## src/rtl/apb_i2c_regs_pkg.sv

```systemverilog
`default_nettype none
// ============================================================================
//  Module      : apb_i2c_regs_pkg
//  Description : Shared register offsets, bit indices, sequencer state
//                encodings and the STATUS layout for the APB I2C front-end.
//  Revision    : 1.0 - initial release
// ============================================================================
package apb_i2c_regs_pkg;

  // Register byte offsets (bits [1:0] of PADDR are ignored)
  localparam logic [7:0] OFF_CTRL   = 8'h00;
  localparam logic [7:0] OFF_ADDR   = 8'h04;
  localparam logic [7:0] OFF_TXDATA = 8'h08;
  localparam logic [7:0] OFF_RXDATA = 8'h0C;
  localparam logic [7:0] OFF_LEN    = 8'h10;
  localparam logic [7:0] OFF_STATUS = 8'h14;

  // CTRL bit indices
  localparam int CTRL_EN    = 0;
  localparam int CTRL_RW    = 1;
  localparam int CTRL_START = 2;
  localparam int CTRL_FLUSH = 3;

  // Sticky STATUS bit indices (write-1-to-clear)
  localparam int ST_DONE = 1;
  localparam int ST_NACK = 2;
  localparam int ST_OVF  = 3;

  // Sequencer states
  localparam logic [1:0] S_IDLE = 2'd0;
  localparam logic [1:0] S_LOAD = 2'd1;
  localparam logic [1:0] S_RUN  = 2'd2;
  localparam logic [1:0] S_STOP = 2'd3;

  // STATUS register layout, MSB first
  typedef struct packed {
    logic rx_empty;
    logic rx_full;
    logic tx_empty;
    logic tx_full;
    logic rx_ovf;
    logic nack;
    logic done;
    logic busy;
  } status_t;

endpackage
`default_nettype wire

```

## src/rtl/apb_i2c_regs_sync_fifo.sv

```systemverilog
`default_nettype none
// ============================================================================
//  Module      : sync_fifo
//  Description : Single-clock byte FIFO with flush. Push on full and pop on
//                empty are ignored; full/empty reflect the pre-edge state.
//  Revision    : 1.0 - initial release
// ============================================================================
module sync_fifo #(
  parameter int WIDTH = 8,
  parameter int DEPTH = 8
) (
  input  logic             clk,
  input  logic             rst,
  input  logic             flush,
  input  logic             push,
  input  logic [WIDTH-1:0] push_data,
  input  logic             pop,
  output logic [WIDTH-1:0] pop_data,
  output logic             full,
  output logic             empty
);

  localparam int PTR_W = $clog2(DEPTH);
  localparam int CNT_W = PTR_W + 1;

  logic [WIDTH-1:0] mem_q [DEPTH];
  logic [PTR_W-1:0] wr_ptr_q, wr_ptr_d;
  logic [PTR_W-1:0] rd_ptr_q, rd_ptr_d;
  logic [CNT_W-1:0] count_q, count_d;
  logic             push_ok;
  logic             pop_ok;

  assign full     = (count_q == CNT_W'(DEPTH));
  assign empty    = (count_q == '0);
  assign push_ok  = push & ~full;
  assign pop_ok   = pop & ~empty;
  assign pop_data = mem_q[rd_ptr_q];

  // Next pointers and occupancy; flush overrides any same-cycle push/pop
  always_comb begin
    wr_ptr_d = wr_ptr_q;
    rd_ptr_d = rd_ptr_q;
    count_d  = count_q;
    if (flush) begin
      wr_ptr_d = '0;
      rd_ptr_d = '0;
      count_d  = '0;
    end else begin
      if (push_ok) wr_ptr_d = wr_ptr_q + PTR_W'(1);
      if (pop_ok)  rd_ptr_d = rd_ptr_q + PTR_W'(1);
      case ({push_ok, pop_ok})
        2'b10:   count_d = count_q + CNT_W'(1);
        2'b01:   count_d = count_q - CNT_W'(1);
        default: count_d = count_q;
      endcase
    end
  end

  // Pointer and count registers
  always_ff @(posedge clk) begin
    if (rst) begin
      wr_ptr_q <= '0;
      rd_ptr_q <= '0;
      count_q  <= '0;
    end else begin
      wr_ptr_q <= wr_ptr_d;
      rd_ptr_q <= rd_ptr_d;
      count_q  <= count_d;
    end
  end

  // Storage array; contents are don't-care while empty so no reset needed
  always_ff @(posedge clk) begin
    if (push_ok && !flush) mem_q[wr_ptr_q] <= push_data;
  end

endmodule
`default_nettype wire

```

## src/rtl/apb_i2c_regs.sv

```systemverilog
`default_nettype none
// ============================================================================
//  Module      : apb_i2c_regs
//  Description : APB3 register front-end for i2c_core: CTRL/ADDR/LEN/STATUS,
//                TX and RX byte FIFOs, and the transfer sequencer.
//  Revision    : 1.0 - initial release
// ============================================================================
module apb_i2c_regs
  import apb_i2c_regs_pkg::*;
#(
  parameter int FIFO_DEPTH = 8,
  parameter int ADDR_W     = 8
) (
  input  logic              clk,
  input  logic              rst,
  input  logic              psel,
  input  logic              penable,
  input  logic              pwrite,
  input  logic [ADDR_W-1:0] paddr,
  input  logic [7:0]        pwdata,
  output logic [7:0]        prdata,
  output logic              pready,
  output logic              pslverr,
  output logic              core_enable,
  output logic [6:0]        core_slave_address,
  output logic [7:0]        core_data_in,
  output logic              core_rw,
  input  logic              core_data_req,
  input  logic [7:0]        core_data_out,
  input  logic              core_data_valid,
  input  logic              core_nack,
  input  logic              core_busy
);

  // ---------------- APB decode ----------------
  logic [ADDR_W-1:0] reg_addr;
  logic access, wr_acc, rd_acc;
  logic sel_ctrl, sel_addr, sel_tx, sel_rx, sel_len, sel_status, sel_any;

  assign reg_addr   = paddr & ~ADDR_W'(3);
  assign access     = psel & penable;
  assign wr_acc     = access & pwrite;
  assign rd_acc     = access & ~pwrite;
  assign sel_ctrl   = (reg_addr == ADDR_W'(OFF_CTRL));
  assign sel_addr   = (reg_addr == ADDR_W'(OFF_ADDR));
  assign sel_tx     = (reg_addr == ADDR_W'(OFF_TXDATA));
  assign sel_rx     = (reg_addr == ADDR_W'(OFF_RXDATA));
  assign sel_len    = (reg_addr == ADDR_W'(OFF_LEN));
  assign sel_status = (reg_addr == ADDR_W'(OFF_STATUS));
  assign sel_any    = sel_ctrl | sel_addr | sel_tx | sel_rx | sel_len | sel_status;

  // ---------------- State ----------------
  logic [1:0] state_q, state_d;
  logic       en_q, en_d, rw_q, rw_d;
  logic [6:0] addr_q, addr_d;
  logic [7:0] len_q, len_d;
  logic       done_q, done_d, nack_q, nack_d, ovf_q, ovf_d;
  logic       core_enable_q, core_enable_d;
  logic [6:0] core_slave_address_q, core_slave_address_d;
  logic [7:0] core_data_in_q, core_data_in_d;
  logic       core_rw_q, core_rw_d;
  logic [7:0] rx_rem_q, rx_rem_d;

  // ---------------- FIFOs ----------------
  logic       tx_full, tx_empty, rx_full, rx_empty;
  logic [7:0] tx_head, rx_head;
  logic       tx_push, tx_pop, rx_push, rx_pop, flush;

  sync_fifo #(.WIDTH(8), .DEPTH(FIFO_DEPTH)) u_tx_fifo (
    .clk       (clk),
    .rst       (rst),
    .flush     (flush),
    .push      (tx_push),
    .push_data (pwdata),
    .pop       (tx_pop),
    .pop_data  (tx_head),
    .full      (tx_full),
    .empty     (tx_empty)
  );

  sync_fifo #(.WIDTH(8), .DEPTH(FIFO_DEPTH)) u_rx_fifo (
    .clk       (clk),
    .rst       (rst),
    .flush     (flush),
    .push      (rx_push),
    .push_data (core_data_out),
    .pop       (rx_pop),
    .pop_data  (rx_head),
    .full      (rx_full),
    .empty     (rx_empty)
  );

  // ---------------- Access qualification ----------------
  // START is judged on the EN/RW values carried by the same write, so a
  // single CTRL write can both enable and launch a transfer.
  logic start_req, start_ok, start_err, ctrl_we, err;

  assign start_req = wr_acc & sel_ctrl & pwdata[CTRL_START];
  assign start_ok  = start_req & (state_q == S_IDLE) & pwdata[CTRL_EN]
                   & (pwdata[CTRL_RW] | ~tx_empty);
  assign start_err = start_req & ~start_ok;
  assign ctrl_we   = wr_acc & sel_ctrl & ~start_err;
  assign flush     = ctrl_we & pwdata[CTRL_FLUSH];
  assign tx_push   = wr_acc & sel_tx & ~tx_full;
  assign rx_pop    = rd_acc & sel_rx & ~rx_empty;

  assign err = access & (~sel_any
                         | (pwrite & sel_rx)
                         | (~pwrite & sel_tx)
                         | (pwrite & sel_tx & tx_full)
                         | (~pwrite & sel_rx & rx_empty)
                         | start_err);

  status_t status;
  always_comb begin
    status.rx_empty = rx_empty;
    status.rx_full  = rx_full;
    status.tx_empty = tx_empty;
    status.tx_full  = tx_full;
    status.rx_ovf   = ovf_q;
    status.nack     = nack_q;
    status.done     = done_q;
    status.busy     = (state_q != S_IDLE);
  end

  // Combinational read mux and error response during the access cycle
  always_comb begin
    prdata  = 8'h00;
    pslverr = err;
    if (rd_acc && !err) begin
      if (sel_ctrl)   prdata = {6'b0, rw_q, en_q};
      if (sel_addr)   prdata = {1'b0, addr_q};
      if (sel_rx)     prdata = rx_head;
      if (sel_len)    prdata = len_q;
      if (sel_status) prdata = status;
    end
  end

  assign pready = 1'b1;

  // ---------------- Sequencer ----------------
  logic set_done, set_nack, set_ovf;

  // Transfer sequencer: launches on START, feeds/collects bytes, waits bus idle
  always_comb begin
    state_d              = state_q;
    core_slave_address_d = core_slave_address_q;
    core_rw_d            = core_rw_q;
    core_data_in_d       = core_data_in_q;
    rx_rem_d             = rx_rem_q;
    tx_pop               = 1'b0;
    rx_push              = 1'b0;
    set_done             = 1'b0;
    set_nack             = 1'b0;
    set_ovf              = 1'b0;
    case (state_q)
      S_IDLE: begin
        if (start_ok) begin
          state_d              = S_LOAD;
          core_slave_address_d = addr_q;
          core_rw_d            = pwdata[CTRL_RW];
          rx_rem_d             = (len_q == 8'd0) ? 8'd1 : len_q;
        end
      end
      S_LOAD: begin
        state_d = S_RUN;
        if (!core_rw_q) begin
          // A FLUSH issued with START can leave nothing to send
          if (tx_empty) begin
            state_d = S_STOP;
          end else begin
            tx_pop         = 1'b1;
            core_data_in_d = tx_head;
          end
        end
      end
      S_RUN: begin
        if (core_nack) begin
          set_nack = 1'b1;
          state_d  = S_STOP;
        end else if (!en_q) begin
          state_d = S_STOP;
        end else if (!core_rw_q) begin
          if (core_data_req) begin
            if (tx_empty) begin
              state_d = S_STOP;
            end else begin
              tx_pop         = 1'b1;
              core_data_in_d = tx_head;
            end
          end
        end else if (core_data_valid) begin
          if (rx_full) set_ovf = 1'b1;
          else         rx_push = 1'b1;
          rx_rem_d = rx_rem_q - 8'd1;
          if (rx_rem_q == 8'd1) state_d = S_STOP;
        end
      end
      S_STOP: begin
        if (!core_busy) begin
          state_d  = S_IDLE;
          set_done = 1'b1;
        end
      end
      default: state_d = S_IDLE;
    endcase
    core_enable_d = (state_d == S_RUN);
  end

  // Software-visible registers; hardware set of sticky bits beats W1C
  always_comb begin
    en_d   = en_q;
    rw_d   = rw_q;
    addr_d = addr_q;
    len_d  = len_q;
    done_d = done_q;
    nack_d = nack_q;
    ovf_d  = ovf_q;
    if (ctrl_we) begin
      en_d = pwdata[CTRL_EN];
      rw_d = pwdata[CTRL_RW];
    end
    if (wr_acc && sel_addr) addr_d = pwdata[6:0];
    if (wr_acc && sel_len)  len_d  = pwdata;
    if (wr_acc && sel_status) begin
      done_d = done_q & ~pwdata[ST_DONE];
      nack_d = nack_q & ~pwdata[ST_NACK];
      ovf_d  = ovf_q  & ~pwdata[ST_OVF];
    end
    if (set_done) done_d = 1'b1;
    if (set_nack) nack_d = 1'b1;
    if (set_ovf)  ovf_d  = 1'b1;
  end

  // All flops with synchronous reset
  always_ff @(posedge clk) begin
    if (rst) begin
      state_q              <= S_IDLE;
      en_q                 <= 1'b0;
      rw_q                 <= 1'b0;
      addr_q               <= '0;
      len_q                <= '0;
      done_q               <= 1'b0;
      nack_q               <= 1'b0;
      ovf_q                <= 1'b0;
      core_enable_q        <= 1'b0;
      core_slave_address_q <= '0;
      core_data_in_q       <= '0;
      core_rw_q            <= 1'b0;
      rx_rem_q             <= '0;
    end else begin
      state_q              <= state_d;
      en_q                 <= en_d;
      rw_q                 <= rw_d;
      addr_q               <= addr_d;
      len_q                <= len_d;
      done_q               <= done_d;
      nack_q               <= nack_d;
      ovf_q                <= ovf_d;
      core_enable_q        <= core_enable_d;
      core_slave_address_q <= core_slave_address_d;
      core_data_in_q       <= core_data_in_d;
      core_rw_q            <= core_rw_d;
      rx_rem_q             <= rx_rem_d;
    end
  end

  assign core_enable        = core_enable_q;
  assign core_slave_address = core_slave_address_q;
  assign core_data_in       = core_data_in_q;
  assign core_rw            = core_rw_q;

endmodule
`default_nettype wire

```

## config.mk

```make
export PLATFORM = sky130hd
export DESIGN_NAME = apb_i2c_regs
export DESIGN_NICKNAME = d
export VERILOG_FILES = /design/src/rtl/apb_i2c_regs_pkg.sv /design/src/rtl/apb_i2c_regs_sync_fifo.sv /design/src/rtl/apb_i2c_regs.sv
export SDC_FILE = /design/constraint.sdc
export NUM_CORES = 1
export LEC_CHECK = 0
export CAP_MARGIN = 40
export CORE_MARGIN = 2
export CORE_UTILIZATION = 40
export DETAILED_ROUTE_END_ITERATION = 10
export PLACE_DENSITY = 0.58
export SETUP_SLACK_MARGIN = 0.4
export SKIP_LAST_GASP = 1
export SLEW_MARGIN = 20
export SYNTH_ARGS = -nofsm -noshare
export SYNTH_HDL_FRONTEND = slang
export SYNTH_SLANG_ARGS = --single-unit
```

## constraint.sdc

```tcl
create_clock -name clk -period 7.89 [get_ports clk]
set_clock_uncertainty 0.2 [all_clocks]
set_input_delay 1.578 -clock clk [delete_from_list [all_inputs] [get_ports clk]]
set_output_delay 1.578 -clock clk [all_outputs]
set_load 0.1 [all_outputs]
```

==> impl_metrics.json <==
{
  "dieWidth_um": 152,
  "hold_path_end": "addr_q[2]",
  "wl_um": 20000,
  "slew_headroom": 0.433,
  "fin_total_pwr_mw": 2.28,
  "yosys.area_share.xor_xnor": 0.0171,
  "layout-drive-gt1-share": 0.175,
  "r2r_cells": 13,
  "ant_nets": 0,
  "synth-async-reset-ratio": 0,
  "drc_errors": 0,
  "io_buffers": 56,
  "cpMaxStageDelayCell": "clkdlybuf4s50_1",
  "h-tree-depth": 1,
  "cts_sinks": 201,
  "synth_area_leaders": "edfxtp_1 44%, dfxtp_1 17%, mux4_2 8.3%",
  "p_switching_mw": 0.488,
  "postSynthAreaPerCell_um2": 13.1,
  "syn_nets": 718,
  "worst_path_most_repeated_cell": "clkdlybuf4s50_1",
  "clk_latency_ns": 0.50,
  "grt_overflow_total": 0,
  "fmax_ghz": 0.162,
  "synth_edf_count": 128,
  "met1_usage": 0.234,
  "hold_violations": 0,
  "drt_pass1_iterations": 5,
  "arrival_ns": 4.40,
  "endpoint_kind": "output pin",
  "combPwrFrac": 0.049,
  "wl_per_cell_um": 18.8,
  "seq_power_share": 0.493,
  "cts_hold_buf": 0,
  "min_path_type": "reg2reg",
  "grt_busiest_layer": "met2",
  "grt_pass1_wl_um": 31000,
  "synthMuxAreaShare": 0.118,
  "holdPathStages": 2,
  "syn_area_um2": 8730,
  "yosys_warnings": 0,
  "synth_area_leader_cell": "edfxtp_1",
  "die_area_um2": 23000,
  "cp_max_fo": 19,
  "post-cts-setup-buffers": 0,
  "place_hpwl_um": 13800,
  "synth_compound_area_frac": 0.0934,
  "r2r-start": "state_q[0]",
  "synth_seq_cells": 201,
  "setup_viol": 0,
  "ir_drop_mv": 0.171,
  "synth_adder_area_share": 0.0252,
  "cts.clk_slew.worst_paths_ns": 0.06,
  "fin_crit_ns": 6.18,
  "ys_seq_area_frac": 0.608,
  "cp-start-kind": "input pin",
  "die_y_um": 152,
  "synth_top_family_by_area": "multiplexers",
  "rsz0062_at_grt": "no",
  "p_clk_frac": 0.458,
  "fin_area_um2": 10800,
  "synth_cell_type_count": 69,
  "drtIter0Drc": 279,
  "p_int_mw": 1.79,
  "use_met3": 0.0287,
  "area_growth_pct": 23.6,
  "cts_buffers": 23,
  "synth_top_cell_area_share": 0.440,
  "nets": 816,
  "rows": 54,
  "p_leak_nw": 3.52,
  "setup_ws_ns": 1.71,
  "cts_tree": "built",
  "cp_slowest_stage_delay_ns": 0.74,
  "grt_usage": 0.175,
  "fin_crit_sh": 0.784,
  "grt_pass1_vias": 5585,
  "grt_max_degree": 48,
  "clk_path_buf_depth": 3,
  "boundaryPins": 60,
  "cap_viol_max_count": 0,
  "syn_inst": 668,
  "gp_congestion": 0.824,
  "tns_ns": 0,
  "viasPerCell": 5.39,
  "critPathKind": "in2out",
  "tightest_slew_ns": 0.843,
  "worstPathRequired_ns": 6.11,
  "hp-start": "addr_q[2]",
  "slew_violations": 0,
  "coreArea_um2": 21600,
  "pre_cts_slack_ns": 1.76,
  "cts_root_buffer": "clkbuf_16",
  "antenna_found_initial": 1,
  "rr_endpoint": "u_tx_fifo.count_q[2]",
  "globalRouteMet2Util": 0.300,
  "swShare": 0.214,
  "place_area_um2": 9980,
  "via_count": 5725,
  "synth-main-ff-cell": "edfxtp_1",
  "p_per_area_nw_per_um2": 211,
  "cts-resized-gates": 0,
  "status": "finished clean",
  "reg2reg_slack_ns": 4.41,
  "crit_chain": "clkdlybuf4s50_1, nor4_1, nand3_1, o32a_1, nor2_1, clkdlybuf4s50_1, buf_8",
  "initial_core_util": 0.404,
  "yosys.area_share.simple": 0.109
}
==> worst max-delay path: cells and delay by family <==
kind	cells	cell delay [ns]
AO/OA/AOI/OAI	1	0.22
buffers and inverters	3	1.51
AND/OR/NAND/NOR	3	1.08
==> metal layers <==
layer  part of all wire  vias to the layer above
met2               0.49                      108
li1                   -                     2720
met1               0.45                     2869
met4              0.019                        0
met5                  0                        -
met3              0.039                       28
==> final cells by class <==
type	instances	area [um2]
sequential	201	5310
inverter	19	71.3
tap	280	350
fill	1859	10800
timing repair buffer	106	1130
antenna	1	2.50
clock buffer	32	641
clock inverter	9	98.8
multi-input combinational	415	3180
==> state kept, by name, summed over array words and instances, names as in the netlist, 2 cells and up, named ones only <==
name and flops:
u_tx_fifo.wr_ptr_q 3, u_rx_fifo.wr_ptr_q 3, u_tx_fifo.mem_q 64, core_data_in 8, u_tx_fifo.count_q 4, u_rx_fifo.rd_ptr_q 3, addr_q 7, rx_rem_q 8
u_rx_fifo.mem_q 64, u_rx_fifo.count_q 4, core_slave_address 7, len_q 8, u_tx_fifo.rd_ptr_q 3, state_q 2
==> placed cells by master (no fill, tap or decap), types with 3 or more instances in the layout <==
cell and count:
clkdlybuf4s50_1 55, dfxtp_1 71, o211ai_1 5, nor2_1 68, a21oi_1 42, a21o_1 6
or3_1 3, edfxtp_1 128, clkbuf_16 24, inv_1 19, a211oi_1 20, xor2_1 9
nand3_1 7, o22ai_1 5, nand2_1 50, o21ai_0 27, mux4_2 32, clkbuf_1 7
nor2b_1 6, nand4b_1 3, nor4_1 4, ha_1 16, buf_4 21, mux2i_1 30
buf_8 27, nand2b_1 7, nand3b_1 4, clkinv_1 3, nor3_1 17, xnor2_1 8
==> cells by family (layout without fill, tap and decap cells) <==
| logic type | Yosys count | count (layout) |
|---|---|---|
| compound gates | 126 | 126 |
| buf+inv | 52 | 166 |
| xor+xnor | 17 | 17 |
| flops | 201 | 201 |
| fa+ha+maj | 17 | 17 |
| mux | 63 | 63 |
| other cells | 1 | 2 |
| simple gates | 191 | 191 |
==> power groups by stage <==
stage,Combinational [mW],Sequential [mW],Clock [mW]
after floorplan,0.0648,1.15,0
after global placement,0.106,1.15,0
after detailed placement,0.112,1.15,0
after CTS,0.112,1.12,1.07
after global routing,0.123,1.12,1.10
final,0.113,1.12,1.04
==> synth_stat cells, types with 2 or more instances <==
cell type,count
a21oi_1,42
a311oi_1,2
nand3_1,7
nor2_2,2
dfxtp_1,73
a21o_1,6
o211ai_1,5
a211oi_1,21
nor2b_1,6
buf_1,3
o21ai_0,27
nand2b_1,7
or2_2,2
xnor2_1,8
buf_4,4
mux2i_1,30
clkbuf_1,13
o2111ai_1,2
ha_1,16
nor3_1,18
nand2_1,50
or4_1,2
nor4_1,4
nand3b_1,4
buf_2,8
or3_1,3
nor2_1,68
nand4b_1,3
nor4b_1,2
inv_1,19
o22ai_1,5
mux4_2,32
xor2_1,9
edfxtp_1,128
buf_6,3
==> metrics by stage <==
stage / hold WS (ns) / util / std cells
6_report: 0.275 / 0.499 / 1063
5_1_grt: 0.295 / 0.499 / 1062
4_1_cts: 0.280 / 0.496 / 1055
3_5_place_dp: 0.268 / 0.462 / 1014
3_3_place_gp: 0.266 / 0.440 / 976
2_1_floorplan: 0.245 / - / 668
==> worst max-delay path by stage <==
stage                   from         to  slack (ns)  cells after the start
CTS                 paddr[4]  prdata[6]        1.75                      7
global route        paddr[4]  prdata[6]        1.53                      7
detailed placement  paddr[4]  prdata[6]        1.76                      7
global placement    paddr[4]  prdata[6]        1.38                      6
floorplan           paddr[2]  prdata[0]        0.56                      4
finish              paddr[4]  prdata[6]        1.71                      7
Note: power is estimated with default switching activity, not from simulation.
